==> config.mk <==
export PLATFORM = sky130hd
export DESIGN_NAME = arm_alu_ex_stage_flat
export DESIGN_NICKNAME = d
export VERILOG_FILES = /design/src/rtl/arm_alu_ex_stage_if.sv /design/src/rtl/arm_alu_ex_stage.sv /design/src/flat_wrapper.sv
export SDC_FILE = /design/constraint.sdc
export NUM_CORES = 1
export LEC_CHECK = 0
export BUFFER_PORTS_ARGS = -buffer_cell sky130_fd_sc_hd__buf_2
export CORE_MARGIN = 10
export CORE_UTILIZATION = 35
export DETAILED_ROUTE_END_ITERATION = 8
export PLACE_DENSITY = 0.54
export SLEW_MARGIN = 20
export SYNTH_ARGS = -nofsm -noshare
export SYNTH_HDL_FRONTEND = slang
export SYNTH_SLANG_ARGS = --single-unit
==> constraint.sdc <==
create_clock -name clk -period 5.9 [get_ports clk]
set_input_delay 0.59 -clock clk [delete_from_list [all_inputs] [get_ports clk]]
set_output_delay 0.59 -clock clk [all_outputs]
set_load 0.02 [all_outputs]
==> src/rtl/arm_alu_ex_stage_if.sv <==
// ============================================================================
// Module      : arm_alu_ex_stage_if
// Description : Operand/result bundle between the issue logic and the ALU
//               execute stage. ARM_ALU_SHIFTER_CARRY_EN adds shifter_carry.
// Revision    : 1.0  initial release
// ============================================================================
`default_nettype none

interface arm_alu_ex_stage_if;
  logic        in_valid;
  logic        stall;
  logic        flush;
  logic [3:0]  alu_op;
  logic        s_bit;
  logic [31:0] Rn;
  logic [31:0] N;
`ifdef ARM_ALU_SHIFTER_CARRY_EN
  logic        shifter_carry;
`endif
  logic        out_valid;
  logic [31:0] result;
  logic        wb_en;
  logic [3:0]  flags;

  modport master (
`ifdef ARM_ALU_SHIFTER_CARRY_EN
    output shifter_carry,
`endif
    output in_valid, stall, flush, alu_op, s_bit, Rn, N,
    input  out_valid, result, wb_en, flags
  );

  modport slave (
`ifdef ARM_ALU_SHIFTER_CARRY_EN
    input  shifter_carry,
`endif
    input  in_valid, stall, flush, alu_op, s_bit, Rn, N,
    output out_valid, result, wb_en, flags
  );
endinterface

`default_nettype wire

==> src/rtl/arm_alu_ex_stage.sv <==
// ============================================================================
// Module      : arm_alu_ex_stage
// Description : Single-cycle ARM data-processing ALU execute stage with
//               registered result, writeback enable and NZCV flags.
//               ARM_ALU_SHIFTER_CARRY_EN: logical ops take C from shifter.
// Revision    : 1.0  initial release
// ============================================================================
`default_nettype none

module arm_alu_ex_stage (
  input  wire logic          clk,
  input  wire logic          reset,
  arm_alu_ex_stage_if.slave  bus
);

  localparam logic [3:0] OP_AND = 4'h0;
  localparam logic [3:0] OP_EOR = 4'h1;
  localparam logic [3:0] OP_SUB = 4'h2;
  localparam logic [3:0] OP_RSB = 4'h3;
  localparam logic [3:0] OP_ADD = 4'h4;
  localparam logic [3:0] OP_ADC = 4'h5;
  localparam logic [3:0] OP_SBC = 4'h6;
  localparam logic [3:0] OP_RSC = 4'h7;
  localparam logic [3:0] OP_TST = 4'h8;
  localparam logic [3:0] OP_TEQ = 4'h9;
  localparam logic [3:0] OP_CMP = 4'hA;
  localparam logic [3:0] OP_CMN = 4'hB;
  localparam logic [3:0] OP_ORR = 4'hC;
  localparam logic [3:0] OP_MOV = 4'hD;
  localparam logic [3:0] OP_BIC = 4'hE;
  localparam logic [3:0] OP_MVN = 4'hF;

  logic        out_valid_q, out_valid_d;
  logic        wb_en_q,     wb_en_d;
  logic [31:0] result_q,    result_d;
  logic [3:0]  flags_q,     flags_d;

  logic [31:0] op_a, op_b, logic_res, alu_res;
  logic        carry_in, is_arith, is_test, logical_c, alu_c, alu_v;
  logic [32:0] sum;

`ifdef ARM_ALU_SHIFTER_CARRY_EN
  assign logical_c = bus.shifter_carry;
`else
  assign logical_c = flags_q[1];
`endif

  assign is_test = (bus.alu_op[3:2] == 2'b10);

  // Every arithmetic op is folded onto one adder: subtraction is a + ~b + cin,
  // so the adder carry-out is directly the ARM "not borrow" C flag.
  always_comb begin
    op_a      = bus.Rn;
    op_b      = bus.N;
    carry_in  = 1'b0;
    is_arith  = 1'b0;
    logic_res = 32'h0;
    case (bus.alu_op)
      OP_AND, OP_TST: logic_res = bus.Rn & bus.N;
      OP_EOR, OP_TEQ: logic_res = bus.Rn ^ bus.N;
      OP_SUB, OP_CMP: begin op_b = ~bus.N; carry_in = 1'b1; is_arith = 1'b1; end
      OP_RSB:         begin op_a = bus.N; op_b = ~bus.Rn; carry_in = 1'b1; is_arith = 1'b1; end
      OP_ADD, OP_CMN: is_arith = 1'b1;
      OP_ADC:         begin carry_in = flags_q[1]; is_arith = 1'b1; end
      OP_SBC:         begin op_b = ~bus.N; carry_in = flags_q[1]; is_arith = 1'b1; end
      OP_RSC:         begin op_a = bus.N; op_b = ~bus.Rn; carry_in = flags_q[1]; is_arith = 1'b1; end
      OP_ORR:         logic_res = bus.Rn | bus.N;
      OP_MOV:         logic_res = bus.N;
      OP_BIC:         logic_res = bus.Rn & ~bus.N;
      OP_MVN:         logic_res = ~bus.N;
      default:        logic_res = 32'h0;
    endcase
    sum     = {1'b0, op_a} + {1'b0, op_b} + {32'h0, carry_in};
    alu_res = is_arith ? sum[31:0] : logic_res;
    alu_c   = is_arith ? sum[32] : logical_c;
    alu_v   = is_arith ? ((op_a[31] == op_b[31]) && (sum[31] != op_a[31])) : flags_q[0];
  end

  always_comb begin
    out_valid_d = out_valid_q;
    wb_en_d     = wb_en_q;
    result_d    = result_q;
    flags_d     = flags_q;
    if (bus.flush) begin
      out_valid_d = 1'b0;
      wb_en_d     = 1'b0;
    end else if (!bus.stall) begin
      if (bus.in_valid) begin
        out_valid_d = 1'b1;
        wb_en_d     = !is_test;
        result_d    = alu_res;
        if (bus.s_bit || is_test) begin
          flags_d = {alu_res[31], (alu_res == 32'h0), alu_c, alu_v};
        end
      end else begin
        out_valid_d = 1'b0;
        wb_en_d     = 1'b0;
      end
    end
  end

  always_ff @(posedge clk) begin
    if (reset) begin
      out_valid_q <= 1'b0;
      wb_en_q     <= 1'b0;
      result_q    <= 32'h0;
      flags_q     <= 4'b0000;
    end else begin
      out_valid_q <= out_valid_d;
      wb_en_q     <= wb_en_d;
      result_q    <= result_d;
      flags_q     <= flags_d;
    end
  end

  assign bus.out_valid = out_valid_q;
  assign bus.wb_en     = wb_en_q;
  assign bus.result    = result_q;
  assign bus.flags     = flags_q;

endmodule

`default_nettype wire

==> src/flat_wrapper.sv <==
// flat-port wrapper written by rule: the top's interface ports become plain ports
module arm_alu_ex_stage_flat 
  (clk, reset, bus_in_valid, bus_stall, bus_flush, bus_alu_op, bus_s_bit, bus_Rn, bus_N, bus_out_valid, bus_result, bus_wb_en, bus_flags);
  arm_alu_ex_stage_if bus_i ();
  input  wire logic clk;
  input  wire logic reset;
  input wire logic [$bits(bus_i.in_valid)-1:0] bus_in_valid;
  input wire logic [$bits(bus_i.stall)-1:0] bus_stall;
  input wire logic [$bits(bus_i.flush)-1:0] bus_flush;
  input wire logic [$bits(bus_i.alu_op)-1:0] bus_alu_op;
  input wire logic [$bits(bus_i.s_bit)-1:0] bus_s_bit;
  input wire logic [$bits(bus_i.Rn)-1:0] bus_Rn;
  input wire logic [$bits(bus_i.N)-1:0] bus_N;
  output wire logic [$bits(bus_i.out_valid)-1:0] bus_out_valid;
  output wire logic [$bits(bus_i.result)-1:0] bus_result;
  output wire logic [$bits(bus_i.wb_en)-1:0] bus_wb_en;
  output wire logic [$bits(bus_i.flags)-1:0] bus_flags;
  assign bus_i.in_valid = bus_in_valid;
  assign bus_i.stall = bus_stall;
  assign bus_i.flush = bus_flush;
  assign bus_i.alu_op = bus_alu_op;
  assign bus_i.s_bit = bus_s_bit;
  assign bus_i.Rn = bus_Rn;
  assign bus_i.N = bus_N;
  assign bus_out_valid = bus_i.out_valid;
  assign bus_result = bus_i.result;
  assign bus_wb_en = bus_i.wb_en;
  assign bus_flags = bus_i.flags;
  arm_alu_ex_stage u_core (.clk(clk), .reset(reset), .bus(bus_i));
endmodule
==> flow_metrics.env, run 1 <==
export IMPL_status="completed"
export IMPL_synth_edff_count=0
export IMPL_ios=112
export IMPL_hold_start="u_core.bus.result[15]"
export IMPL_synth_avg_cell_area_sq_um=6.629
export IMPL_max_freq_ghz=0.1993
export IMPL_synth_seq_cells=38
export IMPL_gp_congestion=0.9015
export IMPL_routed_wl_microns=25930
export IMPL_yosys_cell_types_count=90
export IMPL_die_area_sq_mm=0.02552
export IMPL_tightest_slew_ps=880.4
export IMPL_report_final_slew_viol_count=0
export IMPL_crit_fanout=31
export IMPL_syn_inst=1031
export IMPL_power_density_mw_per_mm2=172.4
export IMPL_setup_violations=0
export IMPL_min_path_cells=2
export IMPL_async_flop_share=0
export IMPL_reg2regPathDepth=16
export IMPL_clk_pin_slew_ps=50
export IMPL_cts_made_buffers=5
export IMPL_ant_nets=0
export IMPL_cp_arrival_ps=5210
export IMPL_grt_pass1_wl_microns=41190
export IMPL_first_iter_violations=570
export IMPL_critPathKind="input pin to flop"
export IMPL_rows=51
export IMPL_finalPower_mw=1.312
export IMPL_numClockSinks=38
export IMPL_yosysSeqAreaShare=0.1113
export IMPL_grt_antenna_before_repair=0
export IMPL_ctsResizeCount=0
export IMPL_synth_area_sq_mm=0.006834
export IMPL_synth_flop_cell="dfxtp_1"
export IMPL_synth_top_area_cell="ha_1"
export IMPL_synth_top_area_share=0.1153
export IMPL_htreeDepth=2
export IMPL_postPlaceCellArea_sq_mm=0.007475
export IMPL_clockBufferDepth=2
export IMPL_rsz0062_at_grt="false"
export IMPL_relSlewSlack=0.4116
export IMPL_rr_endpoint="u_core.bus.flags[2]"
export IMPL_hold_viol=0
export IMPL_dpl_hpwl_microns=20060
export IMPL_worstHoldEndpoint="u_core.bus.result[15]"
export IMPL_die_w_microns=159.7
export IMPL_min_period_ps=5018
export IMPL_hold_path_class="flop to flop"
export IMPL_start_kind="input pin"
export IMPL_die_h_microns=159.7
export IMPL_vias=7814
export IMPL_fin_area_sq_mm=0.007607
export IMPL_insertion_delay_ps=280
export IMPL_nets=1228
export IMPL_postCtsSetupBuffers=0
export IMPL_synthTopCellsByArea="ha_1, dfxtp_1, o21ai_0"
export IMPL_rr_startpoint="u_core.bus.flags[1]"
export IMPL_crit_required_ps=6090
export IMPL_maxCapViolCount=0
export IMPL_ir_worst_vdd_mv=0.09889
export IMPL_cts_hold_buffers=0
export IMPL_core_area_sq_mm=0.01933
export IMPL_grt_max_degree=94
export IMPL_critPathCaptureType="flop"
export IMPL_p_leak_nw=3.364
export IMPL_period_share=0.8505
export IMPL_drtPass1Iterations=5
export IMPL_drive_gt1_frac=0.1506
export IMPL_root_buffer="clkbuf_16"
export IMPL_port_buffer_count=111
export IMPL_fin_hold_ws_ps=446.7
export IMPL_start_util=0.3535
export IMPL_synth_nets=1170
export IMPL_grt_overflow=0
export IMPL_yosys_warnings=0
export IMPL_routedWlPerCell_microns=19.15
export IMPL_drc=0
export IMPL_r2r_slack_ps=1560
export IMPL_grt_pass1_vias=7562
export IMPL_setup_tns_ps=0
export IMPL_clock_skew_ps=4.117
export IMPL_area_growth_pct=11.31
export IMPL_diodes=0
export IMPL_cts_tree="built"
export IMPL_vias_per_cell=5.771
export IMPL_track_usage=0.1956
-- Yosys cell counts, types with 12 or more instances --
cell and instances:
dfxtp_1 38, ha_1 63, o21ai_0 134, xnor2_1 14
a211oi_1 19, o22ai_1 12, clkbuf_1 36, nand3_1 18
a21o_1 12, nor2_1 74, buf_2 19, nand2_1 142
a21oi_1 76, or3_1 15, xor2_1 17, nor3_1 22
inv_1 77, o211ai_1 12, mux2i_1 18
-- per-layer routing --
layer / up-vias / global-route usage / share of wire
met5: - / 0 / 0
met4: 0 / 0.06403 / 0.033
met3: 42 / 0.02391 / 0.050
met2: 240 / 0.3447 / 0.49
met1: 3648 / 0.2405 / 0.43
li1: 3884 / - / -
-- sequential cells by signal (all words and copies together) (netlist names) --
register / cells
u_core.bus.flags: 4
u_core.bus.out_valid: 1
u_core.bus.result: 32
u_core.bus.wb_en: 1
-- cell usage in the layout, fill, tap and decap left out, types with 18 or more instances in the layout --
| master | Yosys | routed |
|---|---|---|
| a211oi_1 | 19 | 19 |
| buf_2 | 19 | 111 |
| nor2_1 | 74 | 73 |
| nor3_1 | 22 | 22 |
| a21oi_1 | 76 | 76 |
| ha_1 | 63 | 63 |
| inv_1 | 77 | 77 |
| o21ai_0 | 134 | 134 |
| mux2i_1 | 18 | 18 |
| dfxtp_1 | 38 | 38 |
| nand2_1 | 142 | 142 |
-- power by group --
part	switching [mW]	total, mW	leakage, nW	internal [mW]
combinational	0.499	0.785	2.99	0.285
sequential	0.00582	0.275	0.310	0.269
clock	0.0977	0.252	0.0640	0.154
total	0.603	1.31	3.36	0.709
-- cells by family after synthesis --
kind of cell / share of synthesized area
xor+xnor: 0.03973
fa+ha+maj: 0.1212
compound gates: 0.3610
mux: 0.02801
buf+inv: 0.09356
flops: 0.1113
simple gates: 0.2452
-- how the worst max path moves through the flow --
stage | end | slack (ps) | startpoint | cells after the start
after global placement | u_core.bus.flags[2] | 810 | bus_alu_op[2] | 19
after global routing | u_core.bus.flags[2] | 410 | bus_alu_op[2] | 19
final | u_core.bus.flags[2] | 880 | bus_alu_op[2] | 19
after detailed placement | u_core.bus.flags[2] | 660 | bus_alu_op[2] | 19
after floorplan | u_core.bus.flags[2] | 690 | bus_alu_op[1] | 23
after CTS | u_core.bus.flags[2] | 950 | bus_alu_op[2] | 19
-- layout make-up --
| type | instances | area (sq um) |
|---|---|---|
| multi-input cells | 845 | 5455 |
| inverters | 77 | 289.0 |
| well taps | 265 | 331.6 |
| repair buffers | 122 | 638.1 |
| flip-flops and latches | 38 | 760.7 |
| clock buffers | 7 | 132.6 |
| fillers | 2141 | 11730 |
-- per-stage QoR --
| step | utilization | setup WS [ps] | instances |
|---|---|---|---|
| finish | 0.3935 | 882.0 | 1354 |
| floorplan | - | 691.6 | 1031 |
| global placement | 0.3866 | 805.4 | 1347 |
| CTS | 0.3935 | 945.6 | 1354 |
| detailed placement | 0.3866 | 664.9 | 1347 |
| global route | 0.3935 | 411.3 | 1354 |
-- worst max-delay path, stage by stage --
cell and delay [ps]:
buf_2 260, and2_1 270, buf_4 210, o21ai_2 160, buf_4 370, nand2_1 80, o21ai_0 70, o21ai_0 150
fa_1 480, a211oi_1 360, o21ai_1 230, a221oi_1 630, mux2i_1 290, o211ai_1 130, a2111oi_2 250, nand4_1 190
nor4_2 200, nand4_1 130, o32ai_1 130
Power figures use the tool's default switching activity.
==> run 2, diff against run 1 <==
RECOVER_POWER = 50   (was unset)
==> run 2 against run 1 <==
Net effect:
- the flow now finishes with violations (max-capacitance violations, max-slew violations)
- combinational power hardly changed
- wire length barely moved
- critical path depth is the same
- setup slack improved by 10 ps
- cell count unchanged
- clock power about the same
- register-to-register slack about the same
- critical path type unchanged
- largest cell class unchanged
==> flow_metrics.env, run 2 (synthesis gave the netlist of run 1 again) <==
export IMPL_start_kind="input pin"
export IMPL_rr_startpoint="u_core.bus.flags[1]"
export IMPL_rsz0062_at_grt="false"
export IMPL_p_leak_nw=3.206
export IMPL_nets=1228
export IMPL_report_final_slew_viol_count=36
export IMPL_routedWlPerCell_microns=19.17
export IMPL_clockBufferDepth=2
export IMPL_internal_power_mw=0.7056
export IMPL_maxCapViolCount=1
export IMPL_area_growth_pct=10.62
export IMPL_port_buffer_count=111
export IMPL_relSlewSlack=-0.07858
export IMPL_clk_pin_slew_ps=50
export IMPL_cp_arrival_ps=5180
export IMPL_reg2regPathDepth=16
export IMPL_rows=51
export IMPL_dpl_hpwl_microns=20060
export IMPL_crit_path_top_delay_cell="a221oi_1"
export IMPL_crit_chain="buf_2 > and2_1 > buf_4 > o21ai_2 > buf_4 > nand2_1 > o21ai_0 > o21ai_0 > fa_1 > a211oi_1 > o21ai_1 > a221oi_1 > mux2i_1 > o211ai_1 > a2111oi_2 > nand4_1 > nor4_2 > nand4_1 > o32ai_1"
export IMPL_critPathKind="input pin to flop"
export IMPL_crit_required_ps=6080
export IMPL_final_setup_worst_slack_ps=892.4
export IMPL_pwr_share_comb=0.597
export IMPL_vias=7829
export IMPL_largest_reg_flops=32
export IMPL_drc=0
export IMPL_first_iter_violations=525
export IMPL_cts_made_buffers=5
export IMPL_min_period_ps=5008
export IMPL_period_share=0.8488
export IMPL_grt_overflow=0
export IMPL_grt_antenna_before_repair=0
export IMPL_grt_pass1_vias=7562
export IMPL_p_seq_frac=0.210
export IMPL_grt_max_degree=94
export IMPL_max_freq_ghz=0.1997
export IMPL_power_density_mw_per_mm2=173.2
export IMPL_p_switching_mw=0.6035
export IMPL_drtPass1Iterations=6
export IMPL_drive_gt1_frac=0.1157
export IMPL_die_area_sq_mm=0.02552
export IMPL_gp_congestion=0.9015
export IMPL_ctsResizeCount=0
export IMPL_pwr_share_clk=0.192
export IMPL_numClockSinks=38
export IMPL_htreeDepth=2
export IMPL_finalPower_mw=1.309
export IMPL_die_h_microns=159.7
export IMPL_root_buffer="clkbuf_16"
export IMPL_hold_viol=0
export IMPL_rr_endpoint="u_core.bus.flags[2]"
export IMPL_cts_tree="built"
export IMPL_netSwitchingFraction=0.4610
export IMPL_crit_fanout=31
export IMPL_critPathCaptureType="flop"
export IMPL_dp_slack_ps=664.9
export IMPL_violations="max-capacitance violations, max-slew violations"
export IMPL_start_util=0.3535
export IMPL_core_area_sq_mm=0.01933
export IMPL_insertion_delay_ps=280
export IMPL_routed_wl_microns=25960
export IMPL_ios=112
export IMPL_ant_nets=0
export IMPL_vias_per_cell=5.782
export IMPL_setup_tns_ps=0
export IMPL_ir_worst_vdd_mv=0.09886
export IMPL_hold_start="u_core.bus.result[15]"
export IMPL_r2r_slack_ps=1570
export IMPL_worstHoldEndpoint="u_core.bus.result[15]"
export IMPL_status="finished, violations left"
export IMPL_tightest_slew_ps=1618
export IMPL_track_usage=0.1956
export IMPL_setup_violations=0
export IMPL_layout_cells_most_common_list="nand2_1, o21ai_0, inv_1, a21oi_1"
export IMPL_min_path_cells=2
export IMPL_final_common_cell="nand2_1"
export IMPL_hold_path_class="flop to flop"
export IMPL_grt_pass1_wl_microns=41190
export IMPL_diodes=0
export IMPL_fin_hold_ws_ps=449.7
export IMPL_slowest_delay_ps=630
export IMPL_postCtsSetupBuffers=0
export IMPL_die_w_microns=159.7
export IMPL_clock_skew_ps=3.484
export IMPL_cts_hold_buffers=0
run 2: power by group through the flow:
stage | Combinational [mW] | Clock, mW | Sequential (mW)
2_1_floorplan | 0.540 | 0 | 0.296
5_1_grt | 0.867 | 0.271 | 0.277
3_3_place_gp | 0.775 | 0 | 0.281
4_1_cts | 0.780 | 0.261 | 0.275
3_5_place_dp | 0.776 | 0 | 0.281
6_report | 0.782 | 0.252 | 0.275
run 2: how the worst max path moves through the flow:
stage	to	cells past startpoint	from
2_1_floorplan	u_core.bus.flags[2]	23	bus_alu_op[1]
5_1_grt	u_core.bus.flags[2]	19	bus_alu_op[2]
6_report	u_core.bus.flags[2]	19	bus_alu_op[2]
3_3_place_gp	u_core.bus.flags[2]	19	bus_alu_op[2]
4_1_cts	u_core.bus.flags[2]	19	bus_alu_op[2]
3_5_place_dp	u_core.bus.flags[2]	19	bus_alu_op[2]
run 2: metal layers:
metal / global-route usage / vias up / wire length [microns]
met4: 0.06403 / 0 / 850
met2: 0.3447 / 241 / 12650
met3: 0.02391 / 41 / 1175
met1: 0.2405 / 3664 / 11290
met5: 0 / - / 0
li1: - / 3883 / -
run 2: cell type report:
| class | count | area, sq um |
|---|---|---|
| Fill cell | 2154 | 11780 |
| Inverter | 77 | 289.0 |
| Tap cell | 265 | 331.6 |
| Timing Repair Buffer | 122 | 590.6 |
| Sequential cell | 38 | 760.7 |
| Multi-Input combinational cell | 845 | 5455 |
| Clock buffer | 7 | 132.6 |
run 2: metrics by stage:
step / utilization / instance area, sq um / std cells
floorplan: - / 6834 / 1031
global placement: 0.3866 / 7475 / 1347
detailed placement: 0.3866 / 7475 / 1347
CTS: 0.3935 / 7607 / 1354
global route: 0.3910 / 7560 / 1354
finish: 0.3910 / 7560 / 1354
run 2: critical path, delay by kind of cell:
| kind | cells | cell delay (ps) |
|---|---|---|
| multiplexers | 1 | 290 |
| buffers and inverters | 3 | 840 |
| adder cells (fa/ha/maj) | 1 | 480 |
| AND/OR/NAND/NOR | 5 | 840 |
| AO/OA/AOI/OAI | 9 | 2110 |
